## src/rtl/pll_rst_sequencer_if.sv

```systemverilog
// Signal bundle between the PLL reset sequencer and its surroundings.
// All signals are plain levels except i_soft_rst, which is a single-cycle
// pulse sampled on i_clk. There is no valid/ready pairing: outputs are
// registered every cycle, and a consumer may sample them on any cycle.
// The "slave" modport is the sequencer; the "master" modport is the
// environment (PLL wrapper, software, and the rest of the SoC).
interface pll_rst_sequencer_if;
   logic       i_locked;     // PLL lock indication, asynchronous to i_clk
   logic       i_soft_rst;   // synchronous single-cycle re-sequence request
   logic       o_pll_rst;    // reset to the PLL, active-high
   logic       o_rst;        // system reset, active-high
   logic       o_ready;      // high only in RUN
   logic       o_fail;       // high only in FAIL
   logic       o_lock_lost;  // sticky: lock dropped while in RUN
   logic [7:0] o_retry_cnt;  // retries consumed in the current sequence
   logic [2:0] o_dbg_state;  // current FSM state, for debug and checkers

   modport slave (
      input  i_locked, i_soft_rst,
      output o_pll_rst, o_rst, o_ready, o_fail, o_lock_lost, o_retry_cnt,
             o_dbg_state
   );

   modport master (
      output i_locked, i_soft_rst,
      input  o_pll_rst, o_rst, o_ready, o_fail, o_lock_lost, o_retry_cnt,
             o_dbg_state
   );
endinterface

```

## src/rtl/pll_rst_sequencer.sv

```systemverilog
// PLL bring-up and system reset sequencer.
// Holds the PLL in reset, waits for lock with a timeout and bounded retries,
// requires lock to be stable before releasing the system reset, and
// re-sequences on lock loss or a software request.
module pll_rst_sequencer #(
   parameter int PLL_RST_CYCLES      = 8,
   parameter int LOCK_TIMEOUT_CYCLES = 1024,
   parameter int LOCK_STABLE_CYCLES  = 16,
   parameter int MAX_RETRIES         = 3
) (
   input  logic                 i_clk,
   input  logic                 i_rst,
   pll_rst_sequencer_if.slave   bus
);

   // One shared counter serves all three timed states; it is cleared on
   // every state exit, so it is sized for the largest of the three limits.
   localparam int CNT_MAX_A = (PLL_RST_CYCLES > LOCK_TIMEOUT_CYCLES) ?
                              PLL_RST_CYCLES : LOCK_TIMEOUT_CYCLES;
   localparam int CNT_MAX   = (CNT_MAX_A > LOCK_STABLE_CYCLES) ?
                              CNT_MAX_A : LOCK_STABLE_CYCLES;
   localparam int CNT_W     = $clog2(CNT_MAX + 1);

   localparam logic [CNT_W-1:0] PLL_RST_LAST = CNT_W'(PLL_RST_CYCLES - 1);
   localparam logic [CNT_W-1:0] TIMEOUT_LAST = CNT_W'(LOCK_TIMEOUT_CYCLES - 1);
   localparam logic [CNT_W-1:0] STABLE_LAST  = CNT_W'(LOCK_STABLE_CYCLES - 1);
   localparam logic [7:0]       RETRY_LIMIT  = 8'(MAX_RETRIES);

   typedef enum logic [2:0] {
      ST_PLL_RST   = 3'd0,
      ST_WAIT_LOCK = 3'd1,
      ST_STABLE    = 3'd2,
      ST_RUN       = 3'd3,
      ST_FAIL      = 3'd4
   } state_t;

   state_t           state_q, state_d;
   logic [CNT_W-1:0] cnt_q, cnt_d;
   logic [7:0]       retry_cnt_q, retry_cnt_d;
   logic             lock_lost_q, lock_lost_d;
   logic             pll_rst_q, pll_rst_d;
   logic             rst_q, rst_d;
   logic             ready_q, ready_d;
   logic             fail_q, fail_d;
   logic [1:0]       sync_q, sync_d;
   logic             locked_s;

   // Two-flop synchronizer input shift for the asynchronous lock signal.
   always_comb begin
      sync_d = {sync_q[0], bus.i_locked};
   end

   assign locked_s = sync_q[1];

   // Synchronizer registers, cleared to "not locked" on reset.
   always_ff @(posedge i_clk or posedge i_rst) begin
      if (i_rst) begin
         sync_q <= 2'b00;
      end else begin
         sync_q <= sync_d;
      end
   end

   // Next-state, counter, retry and sticky-flag logic; outputs are decoded
   // from the next state so they switch on the same edge as the state.
   always_comb begin
      state_d     = state_q;
      cnt_d       = cnt_q;
      retry_cnt_d = retry_cnt_q;
      lock_lost_d = lock_lost_q;

      if (bus.i_soft_rst) begin
         // Software request wins over everything and restarts the hold.
         state_d     = ST_PLL_RST;
         cnt_d       = '0;
         retry_cnt_d = '0;
      end else begin
         unique case (state_q)
            ST_PLL_RST: begin
               if (cnt_q == PLL_RST_LAST) begin
                  state_d = ST_WAIT_LOCK;
                  cnt_d   = '0;
               end else begin
                  cnt_d = cnt_q + CNT_W'(1);
               end
            end
            ST_WAIT_LOCK: begin
               if (locked_s) begin
                  state_d = ST_STABLE;
                  cnt_d   = '0;
               end else if (cnt_q == TIMEOUT_LAST) begin
                  cnt_d = '0;
                  if (retry_cnt_q == RETRY_LIMIT) begin
                     state_d = ST_FAIL;
                  end else begin
                     state_d     = ST_PLL_RST;
                     retry_cnt_d = retry_cnt_q + 8'd1;
                  end
               end else begin
                  cnt_d = cnt_q + CNT_W'(1);
               end
            end
            ST_STABLE: begin
               // A glitch in lock is not a retry: go back with a fresh timeout.
               if (!locked_s) begin
                  state_d = ST_WAIT_LOCK;
                  cnt_d   = '0;
               end else if (cnt_q == STABLE_LAST) begin
                  state_d = ST_RUN;
                  cnt_d   = '0;
               end else begin
                  cnt_d = cnt_q + CNT_W'(1);
               end
            end
            ST_RUN: begin
               if (!locked_s) begin
                  state_d     = ST_PLL_RST;
                  cnt_d       = '0;
                  retry_cnt_d = '0;
                  lock_lost_d = 1'b1;
               end
            end
            ST_FAIL: begin
               state_d = ST_FAIL;
            end
            default: begin
               state_d = ST_PLL_RST;
               cnt_d   = '0;
            end
         endcase
      end

      pll_rst_d = (state_d == ST_PLL_RST);
      rst_d     = (state_d != ST_RUN);
      ready_d   = (state_d == ST_RUN);
      fail_d    = (state_d == ST_FAIL);
   end

   // State, counters and registered outputs.
   always_ff @(posedge i_clk or posedge i_rst) begin
      if (i_rst) begin
         state_q     <= ST_PLL_RST;
         cnt_q       <= '0;
         retry_cnt_q <= '0;
         lock_lost_q <= 1'b0;
         pll_rst_q   <= 1'b1;
         rst_q       <= 1'b1;
         ready_q     <= 1'b0;
         fail_q      <= 1'b0;
      end else begin
         state_q     <= state_d;
         cnt_q       <= cnt_d;
         retry_cnt_q <= retry_cnt_d;
         lock_lost_q <= lock_lost_d;
         pll_rst_q   <= pll_rst_d;
         rst_q       <= rst_d;
         ready_q     <= ready_d;
         fail_q      <= fail_d;
      end
   end

   assign bus.o_pll_rst   = pll_rst_q;
   assign bus.o_rst       = rst_q;
   assign bus.o_ready     = ready_q;
   assign bus.o_fail      = fail_q;
   assign bus.o_lock_lost = lock_lost_q;
   assign bus.o_retry_cnt = retry_cnt_q;
   assign bus.o_dbg_state = state_q;

endmodule
```

## src/flat_wrapper.sv

```systemverilog
// flat-port wrapper written by rule: the top's interface ports become plain ports
module pll_rst_sequencer_flat 
#(
   parameter int PLL_RST_CYCLES      = 8,
   parameter int LOCK_TIMEOUT_CYCLES = 1024,
   parameter int LOCK_STABLE_CYCLES  = 16,
   parameter int MAX_RETRIES         = 3
)
  (i_clk, i_rst, bus_i_locked, bus_i_soft_rst, bus_o_pll_rst, bus_o_rst, bus_o_ready, bus_o_fail, bus_o_lock_lost, bus_o_retry_cnt, bus_o_dbg_state);
  pll_rst_sequencer_if bus_i ();
  input  logic i_clk;
  input  logic i_rst;
  input wire logic [$bits(bus_i.i_locked)-1:0] bus_i_locked;
  input wire logic [$bits(bus_i.i_soft_rst)-1:0] bus_i_soft_rst;
  output wire logic [$bits(bus_i.o_pll_rst)-1:0] bus_o_pll_rst;
  output wire logic [$bits(bus_i.o_rst)-1:0] bus_o_rst;
  output wire logic [$bits(bus_i.o_ready)-1:0] bus_o_ready;
  output wire logic [$bits(bus_i.o_fail)-1:0] bus_o_fail;
  output wire logic [$bits(bus_i.o_lock_lost)-1:0] bus_o_lock_lost;
  output wire logic [$bits(bus_i.o_retry_cnt)-1:0] bus_o_retry_cnt;
  output wire logic [$bits(bus_i.o_dbg_state)-1:0] bus_o_dbg_state;
  assign bus_i.i_locked = bus_i_locked;
  assign bus_i.i_soft_rst = bus_i_soft_rst;
  assign bus_o_pll_rst = bus_i.o_pll_rst;
  assign bus_o_rst = bus_i.o_rst;
  assign bus_o_ready = bus_i.o_ready;
  assign bus_o_fail = bus_i.o_fail;
  assign bus_o_lock_lost = bus_i.o_lock_lost;
  assign bus_o_retry_cnt = bus_i.o_retry_cnt;
  assign bus_o_dbg_state = bus_i.o_dbg_state;
  pll_rst_sequencer #(.PLL_RST_CYCLES(PLL_RST_CYCLES), .LOCK_TIMEOUT_CYCLES(LOCK_TIMEOUT_CYCLES), .LOCK_STABLE_CYCLES(LOCK_STABLE_CYCLES), .MAX_RETRIES(MAX_RETRIES)) u_core (.i_clk(i_clk), .i_rst(i_rst), .bus(bus_i));
endmodule
```

## config.mk

```make
export PLATFORM = sky130hd
export DESIGN_NAME = pll_rst_sequencer_flat
export DESIGN_NICKNAME = d
export VERILOG_FILES = /design/src/rtl/pll_rst_sequencer_if.sv /design/src/rtl/pll_rst_sequencer.sv /design/src/flat_wrapper.sv
export SDC_FILE = /design/constraint.sdc
export NUM_CORES = 1
export LEC_CHECK = 0
export CORE_MARGIN = 1.5
export CORE_UTILIZATION = 34
export DETAILED_ROUTE_END_ITERATION = 10
export PLACE_DENSITY_LB_ADDON = 0.12
export SETUP_SLACK_MARGIN = 0.5
export SLEW_MARGIN = 20
export SYNTH_ARGS = -nofsm -noshare
export SYNTH_HDL_FRONTEND = slang
export SYNTH_SLANG_ARGS = --single-unit
```

## constraint.sdc

```tcl
create_clock -name i_clk -period 2.1 [get_ports i_clk]
set_input_delay 0.63 -clock i_clk [delete_from_list [all_inputs] [get_ports i_clk]]
set_output_delay 0.63 -clock i_clk [all_outputs]
set_load 0.03 [all_outputs]
```

==> impl_metrics.sql, run 1 <==
INSERT INTO impl_metrics (metric_group, metric, value, unit) VALUES
('worst_hold_path', 'min_delay_worst_endpoint', 'u_core.sync_q[1]$_DFF_PP0_', ''),
('sta', 'period_needed', '2020', 'ps'),
('final_layout', 'area.sequential', '742', 'sq um'),
('worst_hold_path', 'holdPathStages', '0', ''),
('synth', 'yosys.area.top_type_share', '0.437', ''),
('power', 'report.power.total', '1200', 'uW'),
('synth', 'post_synth_mux_area_share', '0.00648', ''),
('routing', 'routed_wire_length_per_instance', '15.5', 'um'),
('setup_path', 'reg2reg_setup_slack', '80', 'ps'),
('cts', 'worstSkewPairLatency', '290', 'ps'),
('sta', 'max_freq', '0.494', 'GHz'),
('final_layout', 'fill_cells', '402', ''),
('worst_hold_path', 'worstHoldPathType', 'reg -> reg', ''),
('sta', 'tightest_slew', '451', 'ps'),
('setup_path', 'cp_max_fo', '4', ''),
('floorplan', 'fp.dieArea', '4960', 'sq um'),
('synth', 'dominantRegCellSynth', 'sky130_fd_sc_hd__dfrtp_1', ''),
('sta', 'timing.final.setup_violations', '0', ''),
('final_layout', 'nets', '241', ''),
('cts', 'cts-htree-levels', '2', ''),
('synth', 'combinational_family_with_the_most_area_after_synthesis', 'simple AND/OR/NAND/NOR gates', ''),
('floorplan', 'floorplan.die.width', '70.4', 'um'),
('power', 'power.ir.vdd_worst', '0.000301', 'V'),
('floorplan', 'design.portCount', '20', ''),
('placement', 'place_congestion', '0.875', ''),
('global_route', 'grt_pass1_wl', '6.83', 'mm'),
('synth', 'synth_warnings', '0', ''),
('outcome', 'status', 'completed', ''),
('final_layout', 'antennaDiodeCount', '0', ''),
('sta', 'timing.final.crit_share', '0.964', ''),
('synth', 'synth_area', '1550', 'sq um'),
('synth', 'ys_ff_latch', '29', ''),
('synth', 'syn-num-nets', '176', ''),
('flow_run', 'number_of_maximum_capacitance_constraint_violations', '0', ''),
('final_layout', 'drive_gt1_frac', '0.479', ''),
('sta', 'setup-tns-final', '0', 'ps'),
('routing', 'ant_nets', '0', ''),
('sta', 'rsz_0062_raised_after_global_routing', 'yes', ''),
('setup_path', 'worst-r2r-cell-count', '4', ''),
('synth', 'synth_adder_area_share', '0.0162', ''),
('worst_hold_path', 'min_from', 'u_core.sync_q[0]$_DFF_PP0_', ''),
('routing', 'viasPerCell', '5.46', ''),
('setup_path', 'r2r_path_start', 'u_core.bus.o_retry_cnt[4]$_DFFE_PP0P_', ''),
('floorplan', 'core-area', '4350', 'sq um'),
('power', 'power_density', '496', 'nW/um^2'),
('synth', 'synth_compound_gate_area_share', '0.181', ''),
('sta', 'final_hold_viol_count', '0', ''),
('cts', 'holdBufCountCts', '0', ''),
('sta', 'final-max-slew-violation-count', '0', ''),
('floorplan', 'initial_core_util', '0.355', ''),
('setup_path', 'arrival_worst_endpoint', '2240', 'ps'),
('global_route', 'vias_in_the_first_global_route', '1481', ''),
('placement', 'io_buffers', '19', ''),
('synth', 'synth_simple_gate_area_frac', '0.273', ''),
('synth', 'synth-async-reset-ratio', '1.00', ''),
('setup_path', 'critPathRequiredTime', '2310', 'ps'),
('sta', 'worst_clock_skew', '10.9', 'ps'),
('global_route', 'grt_start_max_net_pins', '30', ''),
('cts', 'path_clk_slew', '70', 'ps'),
('cts', 'clock_sink_count', '29', ''),
('routing', 'remaining_drc_errors', '0', ''),
('sta', 'slew_limit_headroom', '0.699', ''),
('synth', 'yosys-top-cells-area', 'sky130_fd_sc_hd__dfrtp_1 (44%), sky130_fd_sc_hd__nand2_1 (5.8%), sky130_fd_sc_hd__o21ai_0 (4.9%)', ''),
('cts', 'root_buffer', 'sky130_fd_sc_hd__clkbuf_8', ''),
('setup_path', 'critical_path.startpoint', 'u_core.bus.o_retry_cnt[4]$_DFFE_PP0P_', ''),
('global_route', 'grt_antenna_before_repair', '0', ''),
('placement', 'dpl.hpwl', '2.66', 'mm'),
('synth', 'synth.avg_cell_area', '9.09', 'sq um'),
('setup_path', 'timing.setup.critical_path_class', 'reg -> reg', ''),
('synth', 'synth.distinct_cells', '42', ''),
('floorplan', 'die-height', '70.4', 'um');
## report_power, final
part           switching (uW)  internal, uW
registers                11.0           569
clock network             217           267
logic                    70.5          65.1
## registers in the layout, indices dropped and copies added (netlist names)
signal,cells
u_core.cnt_q,11
u_core.bus.o_pll_rst,1
u_core.bus.o_rst,1
u_core.bus.o_lock_lost,1
u_core.bus.o_fail,1
u_core.sync_q,2
u_core.bus.o_dbg_state,3
u_core.bus.o_retry_cnt,8
u_core.bus.o_ready,1
## layer usage
layer / GRT usage / share of wire / up-vias / wire (um)
li1: - / - / 740 / -
met1: 0.222 / 0.42 / 776 / 1890
met2: 0.282 / 0.51 / 44 / 2260
met3: 0.0375 / 0.046 / 12 / 207
met4: 0.0748 / 0.023 / 0 / 101
met5: 0 / 0 / - / 0
## cells in the mapped netlist, types with 2 or more instances
master                     number
sky130_fd_sc_hd__nand2_1       24
sky130_fd_sc_hd__dfstp_2        2
sky130_fd_sc_hd__o21ai_0       15
sky130_fd_sc_hd__or2_2          3
sky130_fd_sc_hd__nor4bb_1       2
sky130_fd_sc_hd__nor2b_1        2
sky130_fd_sc_hd__inv_1         10
sky130_fd_sc_hd__ha_1           2
sky130_fd_sc_hd__nand3_1       10
sky130_fd_sc_hd__xnor2_1        2
sky130_fd_sc_hd__nand4_1        5
sky130_fd_sc_hd__clkbuf_1       2
sky130_fd_sc_hd__a21oi_1        6
sky130_fd_sc_hd__o31ai_1        3
sky130_fd_sc_hd__a21o_1         3
sky130_fd_sc_hd__a211oi_1       2
sky130_fd_sc_hd__and3_1         6
sky130_fd_sc_hd__nor3_1         3
sky130_fd_sc_hd__and2_1         3
sky130_fd_sc_hd__dfrtp_1       27
sky130_fd_sc_hd__nor2_1        12
sky130_fd_sc_hd__or4_1          2
sky130_fd_sc_hd__a31oi_1        4
sky130_fd_sc_hd__or3_1          2
## what timing repair did
action,CTS,global route
resized for setup,95,39
pin swaps,3,14
setup buffers,10,18
setup endpoints to repair,41,34
endpoints found under the hold margin,0,0
## critical path, cell delays in order, from the launching register on
cell                      delay (ps)
sky130_fd_sc_hd__dfrtp_2         410
sky130_fd_sc_hd__or4_4           520
sky130_fd_sc_hd__or4_4           480
sky130_fd_sc_hd__o32a_1          340
sky130_fd_sc_hd__and3_1          190
## through the flow
step / hold slack [ps] / instance area (sq um) / setup WS [ps] / cells
floorplan: 331 / 1630 / 74.4 / 170
global placement: 343 / 1980 / 22.6 / 252
detailed placement: 348 / 1980 / -11.8 / 252
CTS: 365 / 2170 / 79.7 / 270
global route: 369 / 2420 / 15.1 / 288
finish: 361 / 2420 / 75.4 / 288
## kinds of logic (layout without fill, tap and decap cells)
group | after synthesis | count (layout)
mux | 1 | 1
simple gates | 79 | 79
flops | 29 | 29
xor+xnor | 3 | 3
compound gates | 42 | 42
fa+ha+maj | 2 | 2
buf+inv | 14 | 80
## worst max path at each step
stage	endpoint	slack (ps)	cells after the start
global route	u_core.bus.o_retry_cnt[7]$_DFFE_PP0P_	20	6
floorplan	u_core.bus.o_pll_rst$_DFF_PP1_	70	4
CTS	u_core.bus.o_pll_rst$_DFF_PP1_	80	4
global placement	u_core.bus.o_pll_rst$_DFF_PP1_	20	4
finish	u_core.bus.o_pll_rst$_DFF_PP1_	80	4
detailed placement	u_core.cnt_q[2]$_DFFE_PP0P_	-10	6
## layout by cell type (no fill, tap or decap), types with 3 or more instances in the layout
cell,n
sky130_fd_sc_hd__clkbuf_8,6
sky130_fd_sc_hd__dfrtp_2,11
sky130_fd_sc_hd__dfrtp_1,16
sky130_fd_sc_hd__nand3_1,9
sky130_fd_sc_hd__a21o_1,3
sky130_fd_sc_hd__nand2_1,21
sky130_fd_sc_hd__a21oi_1,4
sky130_fd_sc_hd__o21ai_2,8
sky130_fd_sc_hd__buf_4,33
sky130_fd_sc_hd__o21ai_1,5
sky130_fd_sc_hd__o31ai_1,3
sky130_fd_sc_hd__buf_2,7
sky130_fd_sc_hd__nor2_1,11
sky130_fd_sc_hd__inv_1,10
sky130_fd_sc_hd__buf_6,15
sky130_fd_sc_hd__and3_1,6
sky130_fd_sc_hd__nand4_1,5
## layout make-up
class,count,area share
Inverter,10,0.0155
Multi-Input combinational cell,127,0.398
Timing Repair Buffer,62,0.216
Clock buffer,8,0.0372
Sequential cell,29,0.307
Tap cell,52,0.0269
Note: power is estimated with default switching activity, not from simulation.
==> run 2, diff against run 1 <==
--- a/config.mk
+++ b/config.mk
@@ -6,8 +6,9 @@
 export NUM_CORES = 1
 export LEC_CHECK = 0
 export CORE_MARGIN = 1.5
-export CORE_UTILIZATION = 34
+export CORE_UTILIZATION = 60
 export DETAILED_ROUTE_END_ITERATION = 10
+export DONT_BUFFER_PORTS = 1
 export PLACE_DENSITY_LB_ADDON = 0.12
 export SETUP_SLACK_MARGIN = 0.5
 export SLEW_MARGIN = 20
==> impl_metrics.sql, run 2 (synthesis results as in run 1) <==
INSERT INTO impl_metrics (metric_group, metric, value, unit) VALUES
('setup_path', 'critical_path.cell_chain', 'or4_1, or4_4, a31oi_4, buf_6, o21ai_2, o31ai_1', ''),
('power', 'cell_internal_pwr', '747', 'uW'),
('global_route', 'vias_in_the_first_global_route', '1357', ''),
('power', 'power.switching', '281', 'uW'),
('global_route', 'grt_pass1_wl', '6.24', 'mm'),
('sta', 'worst_clock_skew', '20.9', 'ps'),
('routing', 'wl', '4.52', 'mm'),
('floorplan', 'floorplan.die.width', '53.8', 'um'),
('cts', 'deepest_clock_path_buffer_count', '2', ''),
('final_layout', 'mostFrequentLayoutCell', 'sky130_fd_sc_hd__buf_4', ''),
('placement', 'dpl.hpwl', '2.45', 'mm'),
('sta', 'setup_ws', '98.1', 'ps'),
('placement', 'place_ws', '123', 'ps'),
('cts', 'worstSkewPairLatency', '340', 'ps'),
('setup_path', 'critPathRequiredTime', '2350', 'ps'),
('sta', 'setup-tns-final', '0', 'ps'),
('sta', 'max_freq', '0.500', 'GHz'),
('power', 'p_leak', '0.000933', 'uW'),
('setup_path', 'cp_max_fo', '5', ''),
('setup_path', 'worstSetupEndpointType', 'flop', ''),
('routing', 'drt-initial-drc-count', '106', ''),
('cts', 'cts-htree-levels', '2', ''),
('sta', 'slew_limit_headroom', '0.747', ''),
('setup_path', 'slowest_stage', 'sky130_fd_sc_hd__or4_1', ''),
('setup_path', 'worst-r2r-cell-count', '6', ''),
('setup_path', 'r2r_path_start', 'u_core.bus.o_retry_cnt[4]$_DFFE_PP0P_', ''),
('power', 'sequentialPowerShare', '0.568', ''),
('power', 'pwr-share-clk', '0.325', ''),
('cts', 'holdBufCountCts', '0', ''),
('final_layout', 'final_design_area_no_fill', '2110', 'sq um'),
('global_route', 'grt_antenna_before_repair', '0', ''),
('floorplan', 'core-area', '2450', 'sq um'),
('floorplan', 'fp.dieArea', '2890', 'sq um'),
('power', 'power.ir.vdd_worst', '0.000573', 'V'),
('final_layout', 'drive_gt1_frac', '0.380', ''),
('power', 'p_comb_frac', '0.107', ''),
('routing', 'ant_nets', '0', ''),
('setup_path', 'arrival_worst_endpoint', '2250', 'ps'),
('placement', 'place_congestion', '0.829', ''),
('floorplan', 'design.portCount', '20', ''),
('routing', 'remaining_drc_errors', '0', ''),
('sta', 'rsz_0062_raised_after_global_routing', 'yes', ''),
('final_layout', 'area_delta_synth_final', '36.4', '%'),
('outcome', 'status', 'completed', ''),
('final_layout', 'nets', '213', ''),
('final_layout', 'fill_cells', '107', ''),
('routing', 'drt_first_pass_iters', '5', ''),
('power', 'power_density', '488', 'nW/um^2'),
('sta', 'timing.final.crit_share', '0.953', ''),
('final_layout', 'top_register', 'u_core.cnt_q', ''),
('routing', 'routed_wire_length_per_instance', '19.0', 'um'),
('worst_hold_path', 'worstHoldPathType', 'in -> async', ''),
('routing', 'viasPerCell', '6.59', ''),
('floorplan', 'rows', '18', ''),
('cts', 'clock_tree_from_tritoncts', 'built', ''),
('setup_path', 'start_kind', 'flop', ''),
('power', 'net_sw_frac', '0.273', ''),
('setup_path', 'critical_path.startpoint', 'u_core.bus.o_retry_cnt[4]$_DFFE_PP0P_', ''),
('flow_run', 'number_of_maximum_capacitance_constraint_violations', '0', ''),
('global_route', 'gr-usage-all-layers', '0.314', ''),
('final_layout', 'antennaDiodeCount', '0', ''),
('placement', 'dpl_cell_area', '1760', 'sq um'),
('placement', 'io_buffers', '0', ''),
('final_layout', 'largest_reg_flops', '11', ''),
('routing', 'routed-via-count', '1568', ''),
('setup_path', 'reg2reg_setup_slack', '100', 'ps'),
('sta', 'tightest_slew', '376', 'ps'),
('sta', 'timing.final.setup_violations', '0', ''),
('cts', 'path_clk_slew', '100', 'ps'),
('sta', 'period_needed', '2000', 'ps'),
('global_route', 'grt.overflow.total', '0', ''),
('floorplan', 'initial_core_util', '0.629', ''),
('sta', 'final_hold_viol_count', '0', ''),
('cts', 'numCtsBuffers', '5', ''),
('cts', 'root_buffer', 'sky130_fd_sc_hd__clkbuf_4', ''),
('setup_path', 'critical-path-max-stage-delay', '510', 'ps'),
('final_layout', 'finalCoreUtilization', '0.858', ''),
('floorplan', 'die-height', '53.8', 'um'),
('sta', 'final-max-slew-violation-count', '0', ''),
('final_layout', 'most-common-layout-cells', 'sky130_fd_sc_hd__buf_4 (24), sky130_fd_sc_hd__nand2_1 (21), sky130_fd_sc_hd__dfrtp_1 (21)', ''),
('global_route', 'grt_start_max_net_pins', '30', ''),
('setup_path', 'timing.setup.critical_path_class', 'reg -> reg', ''),
('setup_path', 'regToRegEndpoint', 'u_core.bus.o_retry_cnt[2]$_DFFE_PP0P_', ''),
('cts', 'clock_sink_count', '29', '');
[run 2: changes by cell type in the layout (fill, tap and decap cells not counted), moves of 3 or more]
| cell | delta |
|---|---|
| sky130_fd_sc_hd__buf_4 | -9 |
| sky130_fd_sc_hd__buf_2 | -7 |
| sky130_fd_sc_hd__clkbuf_8 | -6 |
| sky130_fd_sc_hd__dfrtp_2 | -6 |
| sky130_fd_sc_hd__buf_6 | -5 |
| sky130_fd_sc_hd__dfrtp_1 | +5 |
| sky130_fd_sc_hd__clkbuf_4 | +3 |
| sky130_fd_sc_hd__o21ai_1 | +3 |
| sky130_fd_sc_hd__o21ai_2 | -3 |
[run 2: area by class of cell]
| cell class | instances | area (sq um) | share of cell area |
|---|---|---|---|
| clock buffers | 6 | 41.3 | 0.0196 |
| clock inverters | 2 | 10.0 | 0.00475 |
| multi-input cells | 127 | 950 | 0.451 |
| repair buffers | 34 | 293 | 0.139 |
| inverters | 10 | 37.5 | 0.0178 |
| well taps | 30 | 37.5 | 0.0178 |
| flip-flops and latches | 29 | 738 | 0.350 |
[run 2: how the worst max path moves through the flow]
stage	endpoint	slack, ps
6_report	u_core.bus.o_retry_cnt[2]$_DFFE_PP0P_	100
5_1_grt	u_core.bus.o_retry_cnt[2]$_DFFE_PP0P_	50
4_1_cts	u_core.bus.o_pll_rst$_DFF_PP1_	130
3_3_place_gp	u_core.bus.o_pll_rst$_DFF_PP1_	160
3_5_place_dp	u_core.bus.o_retry_cnt[7]$_DFFE_PP0P_	120
2_1_floorplan	u_core.bus.o_pll_rst$_DFF_PP1_	70
[run 2: per-stage QoR]
step | total power, uW | instances | hold slack, ps
2_1_floorplan | 653 | 170 | 331
3_5_place_dp | 670 | 211 | 346
3_3_place_gp | 666 | 211 | 344
6_report | 1030 | 238 | 234
5_1_grt | 1070 | 238 | 269
4_1_cts | 1010 | 235 | 242
[run 2: power by group through the flow]
stage	Clock (uW)	Sequential [uW]	Combinational, uW
CTS	332	584	97.5
global route	363	586	118
finish	334	585	110
global placement	0	595	71.1
detailed placement	0	596	74.1
floorplan	0	596	57.0
[run 2: worst max-delay path, delay by kind of cell, from the launching register on]
kind,cells,cell delay [ps]
AO/OA/AOI/OAI,3,360
buffers and inverters,1,140
flip-flops,1,410
AND/OR/NAND/NOR,2,990
[run 2: metal layers]
metal,part of all wire,global-route usage,vias up,wire [um]
met5,0,0,-,0
met4,0.043,0.171,0,196
met3,0.11,0.100,27,480
met2,0.47,0.476,116,2130
met1,0.38,0.397,733,1710
li1,-,-,692,-
[run 2: timing repair]
action / in CTS / in global routing
cloned: 0 / 0
endpoints found under the setup margin: 26 / 28
pin swaps: 14 / 7
resized for setup: 24 / 14
setup buffers: 16 / 3
==> run 3, diff against run 2 <==
--- a/config.mk
+++ b/config.mk
@@ -10,7 +10,9 @@
 export DETAILED_ROUTE_END_ITERATION = 10
 export DONT_BUFFER_PORTS = 1
 export PLACE_DENSITY_LB_ADDON = 0.12
+export REMOVE_ABC_BUFFERS = 1
 export SETUP_SLACK_MARGIN = 0.5
+export SKIP_LAST_GASP = 1
 export SLEW_MARGIN = 20
 export SYNTH_ARGS = -nofsm -noshare
 export SYNTH_HDL_FRONTEND = slang
==> impl_metrics.sql, run 3 (synthesis results as in run 1) <==
INSERT INTO impl_metrics (metric_group, metric, value, unit) VALUES
('sta', 'setup-tns-final', '0', 'ps'),
('cts', 'worstSkewPairLatency', '340', 'ps'),
('routing', 'routed-via-count', '1604', ''),
('power', 'power.ir.vdd_worst', '0.000540', 'V'),
('global_route', 'vias_in_the_first_global_route', '1321', ''),
('floorplan', 'rows', '18', ''),
('sta', 'setup_ws', '50.7', 'ps'),
('placement', 'dpl.hpwl', '2.44', 'mm'),
('cts', 'deepest_clock_path_buffer_count', '2', ''),
('final_layout', 'drive_gt1_frac', '0.379', ''),
('global_route', 'grt_pass1_wl', '5.89', 'mm'),
('placement', 'place_congestion', '0.903', ''),
('routing', 'ant_nets', '0', ''),
('sta', 'timing.final.setup_violations', '0', ''),
('routing', 'routed_wire_length_per_instance', '19.0', 'um'),
('final_layout', 'fill_cells', '125', ''),
('placement', 'place_ws', '70.1', 'ps'),
('sta', 'tightest_slew', '421', 'ps'),
('setup_path', 'worstSetupEndpointType', 'flop', ''),
('sta', 'slew_limit_headroom', '0.717', ''),
('final_layout', 'area_delta_synth_final', '36.2', '%'),
('cts', 'clock_sink_count', '29', ''),
('cts', 'root_buffer', 'sky130_fd_sc_hd__clkbuf_4', ''),
('floorplan', 'fp.dieArea', '2890', 'sq um'),
('final_layout', 'nets', '216', ''),
('setup_path', 'arrival_worst_endpoint', '2290', 'ps'),
('setup_path', 'start_kind', 'flop', ''),
('final_layout', 'most-common-layout-cells', 'sky130_fd_sc_hd__buf_4 (29), sky130_fd_sc_hd__nand2_1 (23), sky130_fd_sc_hd__dfrtp_1 (20)', ''),
('routing', 'viasPerCell', '6.66', ''),
('routing', 'remaining_drc_errors', '0', ''),
('routing', 'wl', '4.58', 'mm'),
('sta', 'period_needed', '2050', 'ps'),
('final_layout', 'top_register', 'u_core.cnt_q', ''),
('sta', 'worst_clock_skew', '16.5', 'ps'),
('final_layout', 'antennaDiodeCount', '0', ''),
('sta', 'max_freq', '0.488', 'GHz'),
('cts', 'numCtsBuffers', '5', ''),
('final_layout', 'final_design_area_no_fill', '2100', 'sq um'),
('cts', 'clock_tree_from_tritoncts', 'built', ''),
('global_route', 'grt.overflow.total', '0', ''),
('global_route', 'gr-usage-all-layers', '0.288', ''),
('setup_path', 'critPathRequiredTime', '2340', 'ps'),
('sta', 'final_hold_viol_count', '0', ''),
('setup_path', 'timing.setup.critical_path_class', 'reg -> reg', ''),
('global_route', 'grt_start_max_net_pins', '30', ''),
('global_route', 'grt_antenna_before_repair', '0', ''),
('placement', 'io_buffers', '0', ''),
('routing', 'drt_first_pass_iters', '5', ''),
('outcome', 'status', 'completed', ''),
('power', 'power_density', '507', 'nW/um^2'),
('power', 'p_leak', '0.000949', 'uW'),
('floorplan', 'floorplan.die.width', '53.8', 'um'),
('floorplan', 'core-area', '2450', 'sq um'),
('final_layout', 'largest_reg_flops', '11', ''),
('sta', 'timing.final.crit_share', '0.976', ''),
('worst_hold_path', 'worstHoldPathType', 'in -> async', ''),
('flow_run', 'number_of_maximum_capacitance_constraint_violations', '0', ''),
('routing', 'drt-initial-drc-count', '139', ''),
('cts', 'path_clk_slew', '100', 'ps'),
('cts', 'cts-htree-levels', '2', ''),
('floorplan', 'design.portCount', '20', ''),
('placement', 'dpl_cell_area', '1720', 'sq um'),
('sta', 'rsz_0062_raised_after_global_routing', 'yes', ''),
('floorplan', 'initial_core_util', '0.629', ''),
('setup_path', 'cp_max_fo', '8', ''),
('final_layout', 'mostFrequentLayoutCell', 'sky130_fd_sc_hd__buf_4', ''),
('floorplan', 'die-height', '53.8', 'um'),
('sta', 'final-max-slew-violation-count', '0', '');
run 3: what timing repair did:
| action | in CTS | in global routing |
|---|---|---|
| endpoints found under the setup margin | 27 | 32 |
| cloned | 0 | 0 |
| pin swaps | 6 | 19 |
| setup buffers | 6 | 11 |
| hold buffers | 0 | 0 |
| gates resized for setup | 14 | 38 |
run 3: critical path, cell delays in order (launching register included):
cell and delay, ps:
sky130_fd_sc_hd__dfrtp_1 400, sky130_fd_sc_hd__or4_1 530, sky130_fd_sc_hd__or4_4 480, sky130_fd_sc_hd__a31oi_4 320, sky130_fd_sc_hd__o21ai_1 150, sky130_fd_sc_hd__o41ai_2 70
run 3: final timing paths:
kind / end / depth (start not counted) / slack [ps] / from
min: u_core.bus.o_retry_cnt[0]$_DFFE_PP0P_ / 2 / 250 / i_rst
max: u_core.bus.o_retry_cnt[7]$_DFFE_PP0P_ / 5 / 50 / u_core.bus.o_retry_cnt[4]$_DFFE_PP0P_
min in group i_clk: u_core.sync_q[0]$_DFF_PP0_ / 0 / 330 / bus_i_locked
min reg2reg: u_core.sync_q[1]$_DFF_PP0_ / 0 / 360 / u_core.sync_q[0]$_DFF_PP0_
max in group asynchronous: u_core.bus.o_pll_rst$_DFF_PP1_ / 2 / 1540 / i_rst
max reg2reg: u_core.bus.o_retry_cnt[7]$_DFFE_PP0P_ / 5 / 50 / u_core.bus.o_retry_cnt[4]$_DFFE_PP0P_
run 3: per-layer routing:
| metal | wire length, um | vias to the layer above | share of wire | global-route usage |
|---|---|---|---|---|
| li1 | - | 698 | - | - |
| met1 | 1810 | 778 | 0.40 | 0.356 |
| met2 | 2180 | 109 | 0.48 | 0.463 |
| met3 | 446 | 19 | 0.097 | 0.0861 |
| met4 | 144 | 0 | 0.031 | 0.124 |
| met5 | 0 | - | 0 | 0 |
run 3: final cells by class:
type	instances	area, sq um	area share
timing repair buffer	37	302	0.143
tap	30	37.5	0.0178
clock buffer	7	65.1	0.0309
sequential	29	737	0.350
multi-input combinational	127	921	0.438
inverter	10	37.5	0.0178
clock inverter	1	5.00	0.00238
run 3: power breakdown:
group          total (uW)  switching [uW]  internal (uW)
combinational        98.3            55.6           42.7
clock                 384             190            194
sequential            584            14.8            569
total                1070             261            805
run 3: through the flow:
stage               std cells  total power, uW  hold slack [ps]  utilization
floorplan                 166              636              331            -
detailed placement        216              661              347        0.699
global route              241             1100              285        0.857
global placement          216              659              346        0.699
CTS                       230             1050              258        0.768
finish                    241             1070              246        0.857
